[config.mk]
export PLATFORM = sky130hd
export DESIGN_NAME = line_rasterizer_flat
export DESIGN_NICKNAME = d
export VERILOG_FILES = /design/src/rtl/gpu_pkg.sv /design/src/rtl/line_rasterizer_if.sv /design/src/rtl/line_setup.sv /design/src/rtl/line_rasterizer.sv /design/src/flat_wrapper.sv
export SDC_FILE = /design/constraint.sdc
export NUM_CORES = 1
export LEC_CHECK = 0
export ABC_AREA = 1
export CORE_MARGIN = 1
export CORE_UTILIZATION = 53
export CTS_CLUSTER_DIAMETER = 120
export DETAILED_ROUTE_END_ITERATION = 16
export GPL_TIMING_DRIVEN = 0
export PLACE_DENSITY_LB_ADDON = 0.2
export REMOVE_ABC_BUFFERS = 1
export SLEW_MARGIN = 20
export SYNTH_ARGS = -nofsm -noshare
export SYNTH_HDL_FRONTEND = slang
export SYNTH_SLANG_ARGS = --single-unit
[constraint.sdc]
create_clock -name clk -period 3.8 [get_ports clk]
set_input_delay 0.38 -clock clk [delete_from_list [all_inputs] [get_ports clk]]
set_output_delay 0.38 -clock clk [all_outputs]
set_load 0.02 [all_outputs]
[src/rtl/gpu_pkg.sv]
// Shared types and constants for the line rasterizer: coordinate widths,
// splitter field offsets, FSM encoding and the point type.
package gpu_pkg;

    localparam int X_W     = 10;
    localparam int Y_W     = 9;
    localparam int COLOR_W = 16;
    localparam int LOC_W   = 38;

    // Bit offsets of {x0, y0, x1, y1} inside the splitter's locations word
    localparam int LOC_X0_LSB = 28;
    localparam int LOC_Y0_LSB = 19;
    localparam int LOC_X1_LSB = 9;
    localparam int LOC_Y1_LSB = 0;

    localparam int SCREEN_W = 640;
    localparam int SCREEN_H = 480;

    localparam int DX_W  = 11;
    localparam int ERR_W = 12;
    localparam int E2_W  = 13;

    localparam logic [X_W-1:0]          X_ONE    = 10'd1;
    localparam logic [Y_W-1:0]          Y_ONE    = 9'd1;
    localparam logic signed [ERR_W-1:0] ERR_ZERO = 12'sd0;

    typedef enum logic [1:0] {
        IDLE  = 2'd0,
        SETUP = 2'd1,
        DRAW  = 2'd2,
        DONE  = 2'd3
    } raster_state_t;

    typedef struct packed {
        logic [X_W-1:0] x;
        logic [Y_W-1:0] y;
    } point_t;

    function automatic point_t loc_point(input logic [LOC_W-1:0] loc,
                                         input int x_lsb, input int y_lsb);
        point_t p;
        p.x = loc[x_lsb +: X_W];
        p.y = loc[y_lsb +: Y_W];
        return p;
    endfunction

endpackage

[src/rtl/line_rasterizer_if.sv]
// Splitter-side primitive handshake and framebuffer-side pixel stream of the
// line rasterizer; slave is the rasterizer's view, master the environment's.
interface line_rasterizer_if;
    import gpu_pkg::*;

    logic [LOC_W-1:0]   locations;
    logic [COLOR_W-1:0] color;
    logic               loc_valid;
    logic               loc_ready;
    logic [X_W-1:0]     pix_x;
    logic [Y_W-1:0]     pix_y;
    logic [COLOR_W-1:0] pix_color;
    logic               pix_valid;
    logic               pix_ready;
    logic               busy;
    logic               done;

    modport slave (
        input  locations, color, loc_valid, pix_ready,
        output loc_ready, pix_x, pix_y, pix_color, pix_valid, busy, done
    );

    modport master (
        output locations, color, loc_valid, pix_ready,
        input  loc_ready, pix_x, pix_y, pix_color, pix_valid, busy, done
    );

endinterface

[src/rtl/line_setup.sv]
// Combinational Bresenham setup: deltas, step directions and initial error
// for one line; the rasterizer registers these during its SETUP cycle.
module line_setup
    import gpu_pkg::*;
(
    input  point_t                  p0,
    input  point_t                  p1,
    output logic signed [DX_W-1:0]  dx,
    output logic signed [DX_W-1:0]  dy,
    output logic                    sx_neg,
    output logic                    sy_neg,
    output logic signed [ERR_W-1:0] err0
);

    logic [X_W-1:0] xdiff_s;
    logic [Y_W-1:0] ydiff_s;

    // Direction is negative unless the coordinate strictly increases
    always_comb begin
        sx_neg  = !(p0.x < p1.x);
        sy_neg  = !(p0.y < p1.y);
        xdiff_s = sx_neg ? (p0.x - p1.x) : (p1.x - p0.x);
        ydiff_s = sy_neg ? (p0.y - p1.y) : (p1.y - p0.y);
        dx      = $signed({1'b0, xdiff_s});
        dy      = -$signed({2'b00, ydiff_s});
        err0    = ERR_W'(dx) + ERR_W'(dy);
    end

endmodule

[src/rtl/line_rasterizer.sv]
// Bresenham line rasterizer: one primitive in, one pixel beat per accepted
// cycle out. Define LINE_RASTER_CLIP_EN to drop pixels outside the screen.
module line_rasterizer
    import gpu_pkg::*;
(
    input  logic            clk,
    input  logic            n_rst,
    line_rasterizer_if.slave bus
);

    raster_state_t           state_q, state_d;
    point_t                  p0_q, p0_d, p1_q, p1_d;
    logic [COLOR_W-1:0]      color_q, color_d;
    logic [X_W-1:0]          x_q, x_d;
    logic [Y_W-1:0]          y_q, y_d;
    logic signed [DX_W-1:0]  dx_q, dx_d, dy_q, dy_d;
    logic                    sx_neg_q, sx_neg_d, sy_neg_q, sy_neg_d;
    logic signed [ERR_W-1:0] err_q, err_d;

    logic signed [DX_W-1:0]  su_dx_s, su_dy_s;
    logic                    su_sx_neg_s, su_sy_neg_s;
    logic signed [ERR_W-1:0] su_err0_s;
    logic signed [E2_W-1:0]  e2_s;
    logic                    step_x_s, step_y_s, at_end_s, in_bounds_s, advance_s;

    line_setup u_setup (
        .p0     (p0_q),
        .p1     (p1_q),
        .dx     (su_dx_s),
        .dy     (su_dy_s),
        .sx_neg (su_sx_neg_s),
        .sy_neg (su_sy_neg_s),
        .err0   (su_err0_s)
    );

`ifdef LINE_RASTER_CLIP_EN
    // Off-screen pixels are skipped without waiting on the consumer
    always_comb begin
        in_bounds_s = (x_q < X_W'(SCREEN_W)) && (y_q < Y_W'(SCREEN_H));
    end
`else
    // Without clipping every pixel is in bounds
    always_comb begin
        in_bounds_s = 1'b1;
    end
`endif

    // Step decision from the pre-update error term
    always_comb begin
        at_end_s  = (x_q == p1_q.x) && (y_q == p1_q.y);
        advance_s = (state_q == DRAW) && (bus.pix_ready || !in_bounds_s);
        e2_s      = $signed({err_q, 1'b0});
        step_x_s  = (e2_s >= E2_W'(dy_q));
        step_y_s  = (e2_s <= E2_W'(dx_q));
    end

    // Next-state logic
    always_comb begin
        state_d = state_q;
        case (state_q)
            IDLE: begin
                if (bus.loc_valid) state_d = SETUP;
                else               state_d = IDLE;
            end
            SETUP: state_d = DRAW;
            DRAW: begin
                if (advance_s && at_end_s) state_d = DONE;
                else                       state_d = DRAW;
            end
            DONE:    state_d = IDLE;
            default: state_d = IDLE;
        endcase
    end

    // Datapath: latch primitive, load setup terms, Bresenham stepping
    always_comb begin
        p0_d     = p0_q;
        p1_d     = p1_q;
        color_d  = color_q;
        x_d      = x_q;
        y_d      = y_q;
        dx_d     = dx_q;
        dy_d     = dy_q;
        sx_neg_d = sx_neg_q;
        sy_neg_d = sy_neg_q;
        err_d    = err_q;
        case (state_q)
            IDLE: begin
                if (bus.loc_valid) begin
                    p0_d    = loc_point(bus.locations, LOC_X0_LSB, LOC_Y0_LSB);
                    p1_d    = loc_point(bus.locations, LOC_X1_LSB, LOC_Y1_LSB);
                    color_d = bus.color;
                end else begin
                    p0_d    = p0_q;
                end
            end
            SETUP: begin
                dx_d     = su_dx_s;
                dy_d     = su_dy_s;
                sx_neg_d = su_sx_neg_s;
                sy_neg_d = su_sy_neg_s;
                err_d    = su_err0_s;
                x_d      = p0_q.x;
                y_d      = p0_q.y;
            end
            DRAW: begin
                if (advance_s && !at_end_s) begin
                    if (step_x_s) x_d = sx_neg_q ? (x_q - X_ONE) : (x_q + X_ONE);
                    else          x_d = x_q;
                    if (step_y_s) y_d = sy_neg_q ? (y_q - Y_ONE) : (y_q + Y_ONE);
                    else          y_d = y_q;
                    err_d = err_q + (step_x_s ? ERR_W'(dy_q) : ERR_ZERO)
                                  + (step_y_s ? ERR_W'(dx_q) : ERR_ZERO);
                end else begin
                    err_d = err_q;
                end
            end
            default: err_d = err_q;
        endcase
    end

    // Outputs decoded from registered state and datapath
    always_comb begin
        bus.loc_ready = (state_q == IDLE);
        bus.busy      = (state_q != IDLE);
        bus.done      = (state_q == DONE);
        bus.pix_valid = (state_q == DRAW) && in_bounds_s;
        bus.pix_x     = x_q;
        bus.pix_y     = y_q;
        bus.pix_color = color_q;
    end

    // State and datapath registers
    always_ff @(posedge clk or negedge n_rst) begin
        if (!n_rst) begin
            state_q  <= IDLE;
            p0_q     <= '0;
            p1_q     <= '0;
            color_q  <= '0;
            x_q      <= '0;
            y_q      <= '0;
            dx_q     <= '0;
            dy_q     <= '0;
            sx_neg_q <= 1'b0;
            sy_neg_q <= 1'b0;
            err_q    <= '0;
        end else begin
            state_q  <= state_d;
            p0_q     <= p0_d;
            p1_q     <= p1_d;
            color_q  <= color_d;
            x_q      <= x_d;
            y_q      <= y_d;
            dx_q     <= dx_d;
            dy_q     <= dy_d;
            sx_neg_q <= sx_neg_d;
            sy_neg_q <= sy_neg_d;
            err_q    <= err_d;
        end
    end

endmodule
[src/flat_wrapper.sv]
// flat-port wrapper written by rule: the top's interface ports become plain ports
module line_rasterizer_flat import gpu_pkg::*;
  (clk, n_rst, bus_locations, bus_color, bus_loc_valid, bus_pix_ready, bus_loc_ready, bus_pix_x, bus_pix_y, bus_pix_color, bus_pix_valid, bus_busy, bus_done);
  line_rasterizer_if bus_i ();
  input  logic clk;
  input  logic n_rst;
  input wire logic [$bits(bus_i.locations)-1:0] bus_locations;
  input wire logic [$bits(bus_i.color)-1:0] bus_color;
  input wire logic [$bits(bus_i.loc_valid)-1:0] bus_loc_valid;
  input wire logic [$bits(bus_i.pix_ready)-1:0] bus_pix_ready;
  output wire logic [$bits(bus_i.loc_ready)-1:0] bus_loc_ready;
  output wire logic [$bits(bus_i.pix_x)-1:0] bus_pix_x;
  output wire logic [$bits(bus_i.pix_y)-1:0] bus_pix_y;
  output wire logic [$bits(bus_i.pix_color)-1:0] bus_pix_color;
  output wire logic [$bits(bus_i.pix_valid)-1:0] bus_pix_valid;
  output wire logic [$bits(bus_i.busy)-1:0] bus_busy;
  output wire logic [$bits(bus_i.done)-1:0] bus_done;
  assign bus_i.locations = bus_locations;
  assign bus_i.color = bus_color;
  assign bus_i.loc_valid = bus_loc_valid;
  assign bus_i.pix_ready = bus_pix_ready;
  assign bus_loc_ready = bus_i.loc_ready;
  assign bus_pix_x = bus_i.pix_x;
  assign bus_pix_y = bus_i.pix_y;
  assign bus_pix_color = bus_i.pix_color;
  assign bus_pix_valid = bus_i.pix_valid;
  assign bus_busy = bus_i.busy;
  assign bus_done = bus_i.done;
  line_rasterizer u_core (.clk(clk), .n_rst(n_rst), .bus(bus_i));
endmodule
## Yosys cells after proc, flatten, opt, wreduce, memory -nomap -nowiden

Index checks and enable logic that the tools add are counted.

- Magnitude comparators: 4
- Reduce and logical (&&, ||, !) cells: 14
- $add $sub $neg: 12
- Eq/ne operators: 8
- Multiplexer cells: 17

Operator list:

| cell | number |
|---|---|
| $mux 10 | 5 |
| $mux 9 | 4 |
| $add 12x12->12 | 2 |
| $mux 12 | 2 |
| $pmux 12 s2 | 1 |
| $pmux 10 s2 | 1 |
| $sub 10x10->10 | 2 |
| $pmux 9 s2 | 1 |
| $sub 9x9->9 | 2 |
| $ge 13x11->1 | 1 |
| $le 13x11->1 | 1 |
| $add 11x11->12 | 1 |
| $neg 9->11 | 1 |
| $add 10x1->10 const B | 1 |
| $eq 10x10->1 | 1 |
| $lt 10x10->1 | 1 |
| $sub 10x1->10 const B | 1 |
| $add 9x1->9 const B | 1 |
| $eq 9x9->1 | 1 |
| $lt 9x9->1 | 1 |
| $sub 9x1->9 const B | 1 |
| $pmux 2 s4 | 1 |
| $ne 2x1->1 const B | 3 |
| $reduce_and 3->1 | 2 |
| 8 further kinds | 17 |

- Word-level logic and storage cells: 68
- Output and inout bits: 39
- Register bits after elaboration: 110
- Input port bits: 58

## Longest topological paths before layout

- Depth in word-level cells: 6
- Gate-level depth with buffers: 30
- Gate-level depth less buffers: 29

## Cells and area by module

Synthesis repeated with hierarchy kept, for this count alone.

- Cell total of the unflattened synthesis: 1185
- Area, all modules: 9470.3 sq um

Modules (own cells, without submodules):

| module | cells each | sequential area each (sq um) | times used | area an instance (sq um) |
|---|---|---|---|---|
| line_rasterizer | 786 | 2777.7 | 1 | 6876.6 |
| line_setup | 399 | 0.0 | 1 | 2593.7 |

## Worst setup path before layout

No wires, ideal clock.

- Path type: reg2reg
- From: register u_core.dy_q[10]
- To: register u_core.err_q[11]
- Library setup time: 0.117 ns
- Arrival time: 3.421 ns
- Stages on the path, launching flop included: 28
- Required time: 3.683 ns
- Path buffers: 1
- Clock period less this slack: 3.538 ns
- Slack: 0.262 ns
- Cell sequence: dfrtp_1 inv_1 ha_1 a21oi_1 o21ai_0 a21oi_1 nand3_1 nand2_1 buf_2 nand2_1 fa_1 inv_1 ha_1 inv_1 fa_1 inv_1 nand3_1 nand2_1 nand2_1 nand2_1 nand2_1 nand2_1 a21o_1 nand3_1 nand3_1 nand2_1 nand2_1 nand2_1

- Word-level cells in the longest chain between the ends: 6

Ends and longest elaborated chain:

| element | line | text |
|---|---|---|
| start, declared | line_rasterizer.sv:16 | `logic signed [DX_W-1:0] dx_q, dx_d, dy_q, dy_d;` |
| start signal, assigned | line_rasterizer.sv:155 | `dy_q <= dy_d;` |
| $ge 13x11->1 | line_rasterizer.sv:53 | `step_x_s = (e2_s >= E2_W'(dy_q));` |
| $mux 12 * | line_rasterizer.sv:112 | `err_d = err_q + (step_x_s ? ERR_W'(dy_q) : ERR_ZERO)` |
| $add 12x12->12 * | line_rasterizer.sv:112 |  |
| $add 12x12->12 * | line_rasterizer.sv:113 | `+ (step_y_s ? ERR_W'(dx_q) : ERR_ZERO);` |
| $mux 12 * | line_rasterizer.sv:107 | `if (advance_s && !at_end_s) begin` |
| $pmux 12 s2 * | line_rasterizer.sv:87 | `case (state_q)` |
| end signal, assigned | line_rasterizer.sv:158 | `err_q <= err_d;` |
| end, declared | line_rasterizer.sv:18 | `logic signed [ERR_W-1:0] err_q, err_d;` |

Every way passes the cells marked *; elsewhere a longest branch is shown, timed or not. The select of a mux whose other input is x is not followed.
A chain may end at the register's enable or synchronous reset.

## Worst setup path in the final report

- From: register u_core.err_q[9]
- To: register u_core.err_q[11]

- Word-level cells in the longest chain between the ends: 6
- Elaborated cells on any way between the ends: 8
- Classes of those cells: 2 x add/sub; 2 x order compare; 4 x mux

Ends and longest elaborated chain:

| element | line |
|---|---|
| $ge 13x11->1 | line_rasterizer.sv:53 |
| $mux 12 | line_rasterizer.sv:112 |
| $add 12x12->12 | line_rasterizer.sv:112 |
| $add 12x12->12 * | line_rasterizer.sv:113 |
| $mux 12 * | line_rasterizer.sv:107 |
| $pmux 12 s2 * | line_rasterizer.sv:87 |

Marks and branches as above.

==> impl_metrics.csv <==
group,metric,value,unit
outcome,status,"finished with violations",
outcome,failed_checks,"negative setup slack",
yosys,yosysSeqAreaShare,29.5,%
cells_and_area,nets,1570,
yosys,synthAdderAreaFrac,17.0,%
drt,wl,25300,um
setup_path,reg2reg_from,"u_core.err_q[9]$_DFFE_PN0P_",
clock_network,cts_tree,"done",
place,portBuffers,96,
clock_network,clock-root-buffer,"clkbuf_16",
drt,drc,0,
flow_run,maxCapViolations,0,
yosys,syn-cell-area,0.00934,mm^2
cells_and_area,layout-drive-gt1-share,17.1,%
drt,firstDrtPassIters,7,
yosys,synthMuxAreaShare,2.17,%
die,design.core.area,0.0172,mm^2
die,rows,48,
yosys,synth_compound_area_share,13.3,%
global_route,grt-ovfl-total,0,
clock_network,cts-buffers-inserted,9,
die,die_w,135,um
yosys,synth_flop_cell,"dfrtp_1",
clock_network,clk_path_buf_depth,2,
die,ios,97,
sta,tightest_slew,1.08,ns
yosys,yosys.area_share.simple,24.1,%
setup_path,worstSetupPathType,"reg -> reg",
drt,drt-initial-drc-count,506,
yosys,ys_async_sr_fraction,100,%
global_route,grt_pass1_vias,8314,
global_route,grt_pass1_wl,39500,um
global_route,antenna_found_initial,0,
global_route,grt_start_max_net_pins,71,
yosys,syn-mean-instance-area,7.36,um^2
sta,clock_skew,0.0130,ns
global_route,gr-usage-all-layers,27.6,%
setup_path,worstSetupStartpoint,"u_core.err_q[9]$_DFFE_PN0P_",
yosys,synth_edf_count,0,
setup_path,crit_arrival,4.18,ns
clock_network,clk_pin_slew,0.08,ns
place,dp.final_hpwl,18000,um
sta,fin_crit_sh,102,%
yosys,yosys_warnings,0,
die,dieArea,0.0181,mm^2
clock_network,h-tree-depth,3,
sta,fmax,0.258,GHz
drt,wl_per_cell,15.6,um
place,place.gp.congestion,0.913,
yosys,synth_cell_types,51,
yosys,yosys-top-cells-area,"dfrtp_1 29%, ha_1 13%, nand2_1 13%",
sta,relSlewSlack,27.9,%
yosys,synth-xor-area-share,4.40,%
sta,setup_violations,1,
yosys,synth_seq_cells,110,
die,initial_utilization,54.2,%
cells_and_area,diodes,0,
sta,rsz0062_at_grt,"yes",
setup_path,cp-start-kind,"register",
setup_path,endpoint_kind,"register",
drt,vias,8828,
setup_path,cp_max_fo,6,
sta,whs,0.484,ns
clock_network,cts.sinks,110,
sta,setup_ws,-0.0816,ns
die,fp.dieH,135,um
sta,drv_slew,0,
yosys,syn_inst,1269,
sta,min_period,3.88,ns
drt,ant_nets,0,
yosys,synth_top_cell_by_area,"dfrtp_1",
sta,final_hold_viol_count,0,
yosys,synth_top_family_by_area,"simple AND/OR/NAND/NOR gates",
min_path,hp-class,"in -> async",
drt,viasPerCell,5.43,
yosys,yosysTopAreaCellShare,29.5,%
setup_path,crit_required,4.10,ns
cells_and_area,syn_to_final_growth,27.4,%
clock_network,clock_latency,0.37,ns
## final timing paths
check	end	slack [ns]	cells past startpoint
max	u_core.err_q[11]$_DFFE_PN0P_	-0.08	26
min	u_core.err_q[8]$_DFFE_PN0P_	0.48	2
max reg2reg	u_core.err_q[11]$_DFFE_PN0P_	-0.08	26
min reg2reg	u_core.dy_q[0]$_DFFE_PN0N_	0.50	2
max in group asynchronous	u_core.p0_q[7]$_DFFE_PN0P_	2.63	3
min in group clk	u_core.dy_q[0]$_DFFE_PN0N_	0.50	2
## registers in the layout (all words and copies together) (netlist names)
signal,cells
u_core.dx_q,10
u_core.sy_neg_q,1
u_core.sx_neg_q,1
u_core.err_q,12
u_core.p0_q,19
u_core.bus.pix_x,10
u_core.state_q,2
u_core.bus.pix_y,9
u_core.p1_q,19
u_core.bus.pix_color,16
u_core.dy_q,11
## through the flow
step / area, um^2 / std cells / worst slack, ns / util, % / TNS [ns]
after floorplan: 9180 / 1238 / 0.252 / - / 0
after global placement: 10400 / 1559 / -2.10 / 60.5 / -236.14
after detailed placement: 10500 / 1562 / -0.484 / 61.0 / -2.17
after CTS: 11100 / 1591 / -0.00551 / 64.6 / -0.00551
after global routing: 11900 / 1626 / -0.289 / 69.0 / -0.704
final: 11900 / 1626 / -0.0816 / 69.0 / -0.0816
## cells in the mapped netlist (all sizes together), types with 2 or more instances
master and number:
fa 18, and2 4, a21o 5, nand3 60, or2 7, buf 13, o21ai 82, xnor2 16
clkbuf 18, nor2 92, o21bai 5, a221oi 3, o211ai 8, mux2 18, nor4 4, nor3 11
nand4 12, a21oi 100, o31ai 2, o21a 3, nand2 335, dfrtp 110, ha 98, inv 198
a31oi 10, a211oi 3, xor2 30
## critical path, stage by stage, from the launching register on
cell and delay [ns]:
dfrtp_1 0.44, ha_1 0.34, a21oi_1 0.22, o21ai_2 0.10
a21oi_4 0.19, nand2_2 0.08, nand2_2 0.11, nand2_4 0.09
nand2_2 0.09, fa_1 0.41, inv_1 0.08, ha_2 0.18
inv_2 0.05, fa_2 0.33, inv_2 0.08, nand3_2 0.09
nand2_4 0.09, nand2_2 0.05, nand2_1 0.06, nand2_1 0.06
nand2_1 0.07, a21o_1 0.13, nand3b_1 0.11, nand3_1 0.10
nand2_1 0.10, nand2_1 0.05, nand2_1 0.09
## cell usage in the layout (no fill, tap or decap), drive strengths merged, types with 3 or more instances in the layout
cell / n
nor2: 92
inv: 199
o211ai: 8
xnor2: 16
mux2: 18
o21a: 3
clkbuf: 9
clkdlybuf4s50: 95
o21bai: 5
buf: 51
nand2: 335
fa: 18
nand4: 12
a31oi: 10
or2: 7
a21oi: 100
a221oi: 3
nor3: 11
and2: 4
a21o: 5
xor2: 30
o21ai: 82
a211oi: 3
nand3: 60
nor4: 4
ha: 98
dfrtp: 110
clkinv: 5
## routing by layer
layer / track usage [%] / share of wire, %
met5: 0 / 0
met4: 9.61 / 2.8
met3: 5.56 / 6.3
met2: 45.9 / 48
met1: 35.7 / 43
## what timing repair did
| action | in CTS | in global routing |
|---|---|---|
| setup buffers | 12 | 35 |
| gates resized for setup | 39 | 103 |
| pin swaps | 7 | 39 |
| hold buffers | 1 | 0 |
| setup endpoints to repair | 9 | 8 |
| endpoints found under the hold margin | 40 | 0 |
## layout make-up
type,instances,area (um^2)
Multi-Input combinational cell,930,6340
Fill cell,1384,5350
Sequential cell,110,2760
Timing Repair Buffer,147,1430
Inverter,198,751
Tap cell,225,282
Clock buffer,9,225
Clock inverter,7,100
## logic make-up (layout without fill, tap and decap cells)
group / count (synthesis) / in the layout
xor gates and xnor gates: 46 / 46
adders and majority gates: 116 / 116
buffers and inverters: 229 / 361
and+or+nand+nor: 526 / 526
muxes: 18 / 18
DFF: 110 / 110
AOI/OAI and AO/OA: 224 / 224
Power is not shown: default switching activity piles up to over one toggle a cycle in this logic, so the estimate is an artifact.
